--- src/rtl/tinyqv_periph_pkg.sv ---
// Shared definitions for tinyQV peripherals: SPI divider width, SPI FSM states
// and the bit layout of the SPI config register as seen by the bus decode.
package tinyqv_periph_pkg;

  localparam int SPI_DIV_WIDTH = 4;

  localparam int SPI_CFG_DIV_LSB = 0;
  localparam int SPI_CFG_DIV_MSB = 3;
  localparam int SPI_CFG_RL_BIT  = 4;

  typedef enum logic [0:0] {
    IDLE  = 1'b0,
    SHIFT = 1'b1
  } spi_state_e;

  function automatic logic [7:0] spi_shift_in(input logic [7:0] sh, input logic bit_in);
    return {sh[6:0], bit_in};
  endfunction

endpackage

--- src/rtl/spi_ctrl_clk_div.sv ---
// Loadable down-counter for the SPI master: strobes tick for one clk each
// time the count reaches zero, reloading with the current period.
module spi_clk_div #(
  parameter int WIDTH = 4
) (
  input  logic             clk,
  input  logic             rst_n,
  input  logic             load,
  input  logic             enable,
  input  logic [WIDTH-1:0] period,
  output logic             tick
);

  logic [WIDTH-1:0] cnt_r;

  assign tick = enable & (cnt_r == {WIDTH{1'b0}});

  // Half-period counter: load on transfer start, reload on every tick.
  always_ff @(posedge clk or negedge rst_n) begin
    if (!rst_n) begin
      cnt_r <= {WIDTH{1'b0}};
    end else if (load) begin
      cnt_r <= period;
    end else if (tick) begin
      cnt_r <= period;
    end else if (enable) begin
      cnt_r <= cnt_r - {{(WIDTH-1){1'b0}}, 1'b1};
    end else begin
      cnt_r <= cnt_r;
    end
  end

endmodule

--- src/rtl/spi_ctrl.sv ---
// Byte-oriented SPI master (mode 0, MSB first, full duplex) for tinyQV with
// programmable SCK divider and selectable MISO sample edge.
module spi_ctrl
  import tinyqv_periph_pkg::*;
#(
  parameter int DIV_WIDTH = SPI_DIV_WIDTH
) (
  input  logic                 clk,
  input  logic                 rst_n,
  input  logic                 set_config,
  input  logic [DIV_WIDTH-1:0] divider_in,
  input  logic                 read_latency_in,
  input  logic                 start,
  input  logic [7:0]           data_in,
  input  logic                 dc_in,
  input  logic                 end_txn,
  output logic                 busy,
  output logic [7:0]           data_out,
  input  logic                 spi_miso,
  output logic                 spi_select,
  output logic                 spi_clk_out,
  output logic                 spi_data_out,
  output logic                 spi_dc
);

  spi_state_e           state_r, state_s;
  logic                 busy_r, busy_s;
  logic                 cs_r, cs_s;
  logic                 sck_r, sck_s;
  logic                 mosi_r, mosi_s;
  logic                 dc_r, dc_s;
  logic [7:0]           sh_r, sh_s;
  logic [2:0]           bit_r, bit_s;
  logic                 end_r, end_s;
  logic [7:0]           dout_r, dout_s;
  logic [DIV_WIDTH-1:0] div_r, div_s;
  logic                 rl_r, rl_s;

  logic [7:0]           fall_sh_s;
  logic [DIV_WIDTH-1:0] div_eff_s;
  logic                 div_load_s;
  logic                 div_en_s;
  logic                 tick_s;

  // A config write coinciding with start must already govern that transfer.
  assign div_eff_s  = ((state_r == IDLE) && set_config) ? divider_in : div_r;
  assign div_load_s = (state_r == IDLE) && start;
  assign div_en_s   = (state_r == SHIFT);

  spi_clk_div #(
    .WIDTH (DIV_WIDTH)
  ) u_clk_div (
    .clk    (clk),
    .rst_n  (rst_n),
    .load   (div_load_s),
    .enable (div_en_s),
    .period (div_eff_s),
    .tick   (tick_s)
  );

  // State and datapath registers.
  always_ff @(posedge clk or negedge rst_n) begin
    if (!rst_n) begin
      state_r <= IDLE;
      busy_r  <= 1'b0;
      cs_r    <= 1'b1;
      sck_r   <= 1'b0;
      mosi_r  <= 1'b0;
      dc_r    <= 1'b0;
      sh_r    <= 8'h00;
      bit_r   <= 3'd0;
      end_r   <= 1'b0;
      dout_r  <= 8'h00;
      div_r   <= {DIV_WIDTH{1'b0}};
      rl_r    <= 1'b0;
    end else begin
      state_r <= state_s;
      busy_r  <= busy_s;
      cs_r    <= cs_s;
      sck_r   <= sck_s;
      mosi_r  <= mosi_s;
      dc_r    <= dc_s;
      sh_r    <= sh_s;
      bit_r   <= bit_s;
      end_r   <= end_s;
      dout_r  <= dout_s;
      div_r   <= div_s;
      rl_r    <= rl_s;
    end
  end

  // Next-state and next-datapath logic.
  always_comb begin
    state_s   = state_r;
    busy_s    = busy_r;
    cs_s      = cs_r;
    sck_s     = sck_r;
    mosi_s    = mosi_r;
    dc_s      = dc_r;
    sh_s      = sh_r;
    bit_s     = bit_r;
    end_s     = end_r;
    dout_s    = dout_r;
    div_s     = div_r;
    rl_s      = rl_r;
    fall_sh_s = sh_r;

    case (state_r)
      IDLE: begin
        if (set_config) begin
          div_s = divider_in;
          rl_s  = read_latency_in;
        end else begin
          div_s = div_r;
          rl_s  = rl_r;
        end
        if (start) begin
          state_s = SHIFT;
          busy_s  = 1'b1;
          cs_s    = 1'b0;
          dc_s    = dc_in;
          mosi_s  = data_in[7];
          sh_s    = data_in;
          end_s   = end_txn;
          bit_s   = 3'd0;
          sck_s   = 1'b0;
        end else begin
          state_s = IDLE;
        end
      end

      SHIFT: begin
        if (tick_s) begin
          sck_s = ~sck_r;
          if (sck_r == 1'b0) begin
            // Rising edge: sample here only in zero-latency mode.
            if (rl_r == 1'b0) begin
              sh_s = spi_shift_in(sh_r, spi_miso);
            end else begin
              sh_s = sh_r;
            end
          end else begin
            if (rl_r == 1'b1) begin
              fall_sh_s = spi_shift_in(sh_r, spi_miso);
            end else begin
              fall_sh_s = sh_r;
            end
            sh_s  = fall_sh_s;
            bit_s = bit_r + 3'd1;
            if (bit_r == 3'd7) begin
              state_s = IDLE;
              busy_s  = 1'b0;
              dout_s  = fall_sh_s;
              cs_s    = end_r;
            end else begin
              mosi_s = fall_sh_s[7];
            end
          end
        end else begin
          sck_s = sck_r;
        end
      end

      default: begin
        state_s = IDLE;
      end
    endcase
  end

  assign busy         = busy_r;
  assign data_out     = dout_r;
  assign spi_select   = cs_r;
  assign spi_clk_out  = sck_r;
  assign spi_data_out = mosi_r;
  assign spi_dc       = dc_r;

endmodule
--- config.mk ---
export PLATFORM = sky130hd
export DESIGN_NAME = spi_ctrl
export DESIGN_NICKNAME = d
export VERILOG_FILES = /design/src/rtl/tinyqv_periph_pkg.sv /design/src/rtl/spi_ctrl_clk_div.sv /design/src/rtl/spi_ctrl.sv
export SDC_FILE = /design/constraint.sdc
export NUM_CORES = 1
export LEC_CHECK = 0
export ABC_AREA = 1
export BUFFER_PORTS_ARGS = -buffer_cell sky130_fd_sc_hd__buf_2
export CAP_MARGIN = 20
export CORE_ASPECT_RATIO = 1.75
export CORE_MARGIN = 2
export CORE_UTILIZATION = 59
export DETAILED_ROUTE_END_ITERATION = 8
export PLACE_DENSITY = 0.92
export SLEW_MARGIN = 20
export SYNTH_ARGS = -nofsm -noshare
export SYNTH_HDL_FRONTEND = slang
export SYNTH_SLANG_ARGS = --single-unit
--- constraint.sdc ---
create_clock -name clk -period 2.39 [get_ports clk]
set_input_delay 0.717 -clock clk [delete_from_list [all_inputs] [get_ports clk]]
set_output_delay 0.717 -clock clk [all_outputs]
set_load 0.01 [all_outputs]
==> Word level (Yosys, flattened, before mapping) <==
Cells that the tools add are included.
{ "classes": {"n_eq_ne": 7, "reduce_logical": 12, "mul": 0, "n_mux": 36, "div_mod_pow": 0, "magnitude_cmp": 0, "shift": 0, "bitwise": 3, "n_addsub": 2} }
{ "op_table": {"columns": ["operator", "n"], "rows": [
  ["$mux 8", 5],
  ["$mux 1", 17],
  ["$mux 4", 4],
  ["$pmux 8 s2", 1],
  ["$reduce_and 4->1", 3],
  ["$pmux 1 s2", 5],
  ["$mux 3", 3],
  ["$ne 2x1->1 const B", 3],
  ["$pmux 3 s2", 1],
  ["$reduce_and 2->1", 3],
  ["$reduce_and 3->1", 2],
  ["$logic_not 4->1", 1],
  ["$ne 2x2->1 const B", 2],
  ["$sub 4x1->4 const B", 1],
  ["$add 3x1->3 const B", 1],
  ["$eq 3x3->1 const B", 1],
  ["$ne 3x3->1 const B", 1],
  ["$reduce_bool 3->1", 1],
  ["$logic_and 1x1->1", 2],
  ["$not 1->1", 2],
  ["$and 1x1->1", 1]
]} }
{ "totals": {"out_inout_bits": 13, "elab_cells": 73, "romBits": 0, "regBits": 35, "latchBits": 0, "ram_bits": 0, "mem_count": 0} }

==> Longest topological paths before layout <==
{ "logic_depth": {"depth_word": 5, "mapped_depth": 9} }

==> Hierarchy <==
Synthesis repeated with hierarchy kept, for this count alone.
{ "hier_totals": {"cells_unflattened": 271, "hier_area_um2": 2014.4} }
{ "by_module_without_submodules": {"columns": ["module", "seq_area_each_um2", "instances", "area_each_um2", "cells_per_inst"], "rows": [
  ["spi_ctrl", 777.0, 1, 1707.9, 224],
  ["spi_clk_div", 100.1, 1, 306.5, 47]
]} }

==> Least setup slack after synthesis <==
Ideal clock, no wire load.
{ "synth_timing": {"kind": "in2reg", "start": "input port start", "end": "register sh_r[0]", "arrival_time_ns": 1.213, "n_path_buf": 1, "slack_ns": 1.059, "stages": 5, "path_cell_list": "nand2_2 nand2_4 buf_4 nand3_1 nand2_1"} }
{ "synth_via": {"elab_chain_cells": 2} }
{ "synth_rtl": {"columns": ["item", "line", "text"], "rows": [
  ["start: declaration", "spi_ctrl.sv:13", "input logic start,"],
  ["$ne 2x2->1 (no line)", null, null],
  ["$reduce_and 3->1 (no line)", null, null],
  ["end signal: assignment", "spi_ctrl.sv:83", "sh_r <= sh_s;"],
  ["end: declaration", "spi_ctrl.sv:32", "logic [7:0] sh_r, sh_s;"]
]} }
Every way passes these cells.
A chain may end at the register's enable or synchronous reset.

==> Worst setup path after layout <==
{ "layout_timing": {"start": "register cs_r (netlist: spi_select)", "end": "output port spi_select"} }
{ "layout_lines": {"columns": ["item", "line", "text"], "rows": [
  ["start: declaration", "spi_ctrl.sv:28", "logic cs_r, cs_s;"],
  ["start signal: assignment", "spi_ctrl.sv:79", "cs_r <= cs_s;"],
  ["end: declaration", "spi_ctrl.sv:20", "output logic spi_select,"]
]} }
No word-level cell between the ends.

==> out/metrics.yaml <==
run_status:
  status: "complete, no violations"
cells_and_area:
  area_delta_synth_final_pct: 13.2
  mostFrequentLayoutCells: "nand2_1 (127), dfrtp_1 (34), buf_2 (32), nand3_1 (30), inv_1 (17)"
  finalNetCount: 310
  fillers: 270
  mostFrequentLayoutCell: "nand2_1"
  regArea_sq_um: 877
  antenna_cells: 0
  multi_input_area_sq_um: 861
  drive_above_1_share: 0.177
logic_synthesis:
  synth_nets: 277
  synth-seq-area-share: 0.469
  syn_area_sq_mm: 0.00187
  ys_warn_count: 0
  synth-seq-cells: 35
  synthCells: 254
  syn_area_per_cell_sq_um: 7.36
  ys_types: 21
critical_path:
  endpoint_kind: "output pin"
  crit_type: "flip-flop to output pin"
  startpoint: "spi_select"
  cp.arrival_ps: 940
  cp.required_ps: 1670
  worst_setup_path_start_kind: "flip-flop"
  rrSetupSlack_ps: 740
  path_cells: "buf_2"
  critPathMaxFanout: 2
  crit_buf_inv: 1
  cp_top_family: "flip-flops"
  slowest_stage: "dfstp_2"
  r2r_end: "u_clk_div.cnt_r[2]"
  r2r-start: "div_en_s"
  reg2regPathDepth: 6
  crit_end: "spi_select"
  cp.depth: 1
  max_stage_delay_ps: 530
power:
  switching_share: 0.427
  power_density_mw_per_mm2: 1110
  power.internal_mw: 1.35
  combPwrFrac: 0.392
  p_seq_frac: 0.432
  vdd_drop_max_mv: 0.649
  pwr-share-clk: 0.176
  switching_power_mw: 1.00
  p_leak_nw: 1.22
  power_mw: 2.35
detailed_routing:
  drt_pass1_iterations: 4
  vias: 1696
  wire_per_inst_microns: 12.6
  drc: 0
  routed_wirelength_microns: 4160
  routed_via_density: 5.12
  ant_nets: 0
  drt-initial-drc-count: 54
sta:
  hold_viol: 0
  finClkSkew_ps: 8.04
  rsz0062_at_grt: "false"
  tightest_slew_ps: 796
  setup_viol: 0
  slew_headroom: 0.470
  maxSlewViolCount: 0
  timing.setup.tns_ps: 0
  fin_crit_ps: 1660
  min_period_over_period: 0.695
  max_clock_freq_mhz: 602
cts:
  ctsHoldBuffers: 0
  cts_resized: 0
  clock_latency_ps: 290
  clock-sinks: 35
  cts.htree.levels: 2
  cts.clk_slew.worst_paths_ps: 70
  cts-root-buf: "clkbuf_8"
  post-cts-setup-buffers: 0
  clock_path_buffers: 2
  cts_tree: "yes"
  cts_buffers: 5
floorplanning:
  initial_core_util: 0.608
  design.die.area_sq_mm: 0.00365
  die-height_microns: 78.5
  die_width_microns: 46.6
  core_sq_mm: 0.00307
  io-pin-count: 33
  fp-row-count: 27
grt:
  grt_pass1_vias: 1711
  grt_pass1_wl_microns: 7030
  antenna_found_initial: 0
  grtUsageTotal: 0.267
  grt_max_degree: 36
  overflow: 0
run:
  max-cap-violations: 0
place:
  port_buffers: 32
  gp_congestion: 0.836
  dp_hpwl_microns: 3140
min_path:
  holdCritPathClass: "flip-flop to flip-flop"
  min_from: "spi_select"
power by group through the flow:
| stage | Sequential (mW) | Combinational, mW | Clock, mW |
|---|---|---|---|
| after CTS | 1.01 | 0.928 | 0.417 |
| final | 1.02 | 0.921 | 0.414 |
| after floorplan | 0.976 | 0.704 | 0 |
| after detailed placement | 1.02 | 0.922 | 0 |
| after global placement | 1.01 | 0.883 | 0 |
| after global routing | 1.04 | 1.06 | 0.441 |
synth_stat cells:
cell type,number,share of area
buf_4,2,0.0080
o21ai_1,7,0.019
mux2_2,2,0.012
ha_1,3,0.020
nor2_4,2,0.012
a21oi_1,2,0.0054
clkinv_1,3,0.0060
nand3_1,30,0.080
nor2_1,6,0.012
dfstp_2,1,0.014
dfrtp_1,34,0.45
buf_6,2,0.012
nand2_1,127,0.25
nand3_4,1,0.0094
inv_2,1,0.0020
inv_1,17,0.034
o21ai_0,6,0.016
nand2_4,1,0.0060
inv_4,1,0.0033
nand2_2,4,0.013
buf_2,2,0.0054
routing by layer:
layer	GRT usage	routed length [microns]	part of all wire	vias up
met5	0	0	0	-
met4	0.157	129	0.031	0
met3	0.0621	170	0.041	14
met2	0.461	2300	0.55	53
met1	0.269	1560	0.37	771
li1	-	-	-	858
area by class of cell:
class,instances,area share
Inverter,22,0.0402
Clock inverter,1,0.00236
Multi-Input combinational cell,191,0.406
Sequential cell,35,0.414
Tap cell,43,0.0254
Timing Repair Buffer,32,0.0756
Clock buffer,7,0.0360
sequential cells by signal, indices dropped and copies added, names as in the netlist:
name	flops
bit_r	3
busy	1
data_out	8
div_en_s	1
div_r	4
end_r	1
rl_r	1
sh_r	8
spi_clk_out	1
spi_data_out	1
spi_dc	1
spi_select	1
u_clk_div.cnt_r	4
worst min-delay path by stage:
stage                 endpoint  slack (ps)  cells after the start
floorplan             bit_r[0]         420                      0
global placement    spi_select         450                      2
detailed placement  spi_select         450                      2
CTS                 spi_select         460                      2
global route        spi_select         500                      2
finish              spi_select         460                      2
through the flow:
step                      worst slack [ps]  std cells  cell area [sq um]   util  hold WS [ps]
after floorplan                       1060        254               1870      -           421
after global placement                 787        323               2040  0.663           447
after detailed placement               764        323               2040  0.663           454
after CTS                              726        331               2120  0.689           464
after global routing                   568        331               2120  0.689           496
final                                  730        331               2120  0.689           462
kinds of logic (layout without fill, tap and decap cells):
family / after synthesis / after routing / share of synthesized area
AOI/OAI and AO/OA: 15 / 15 / 0.0401
muxes: 2 / 2 / 0.0120
adders and majority gates: 3 / 3 / 0.0201
DFF: 35 / 35 / 0.469
and+or+nand+nor: 171 / 171 / 0.388
buffers and inverters: 28 / 62 / 0.0709
(Power assumes the default switching activity.)
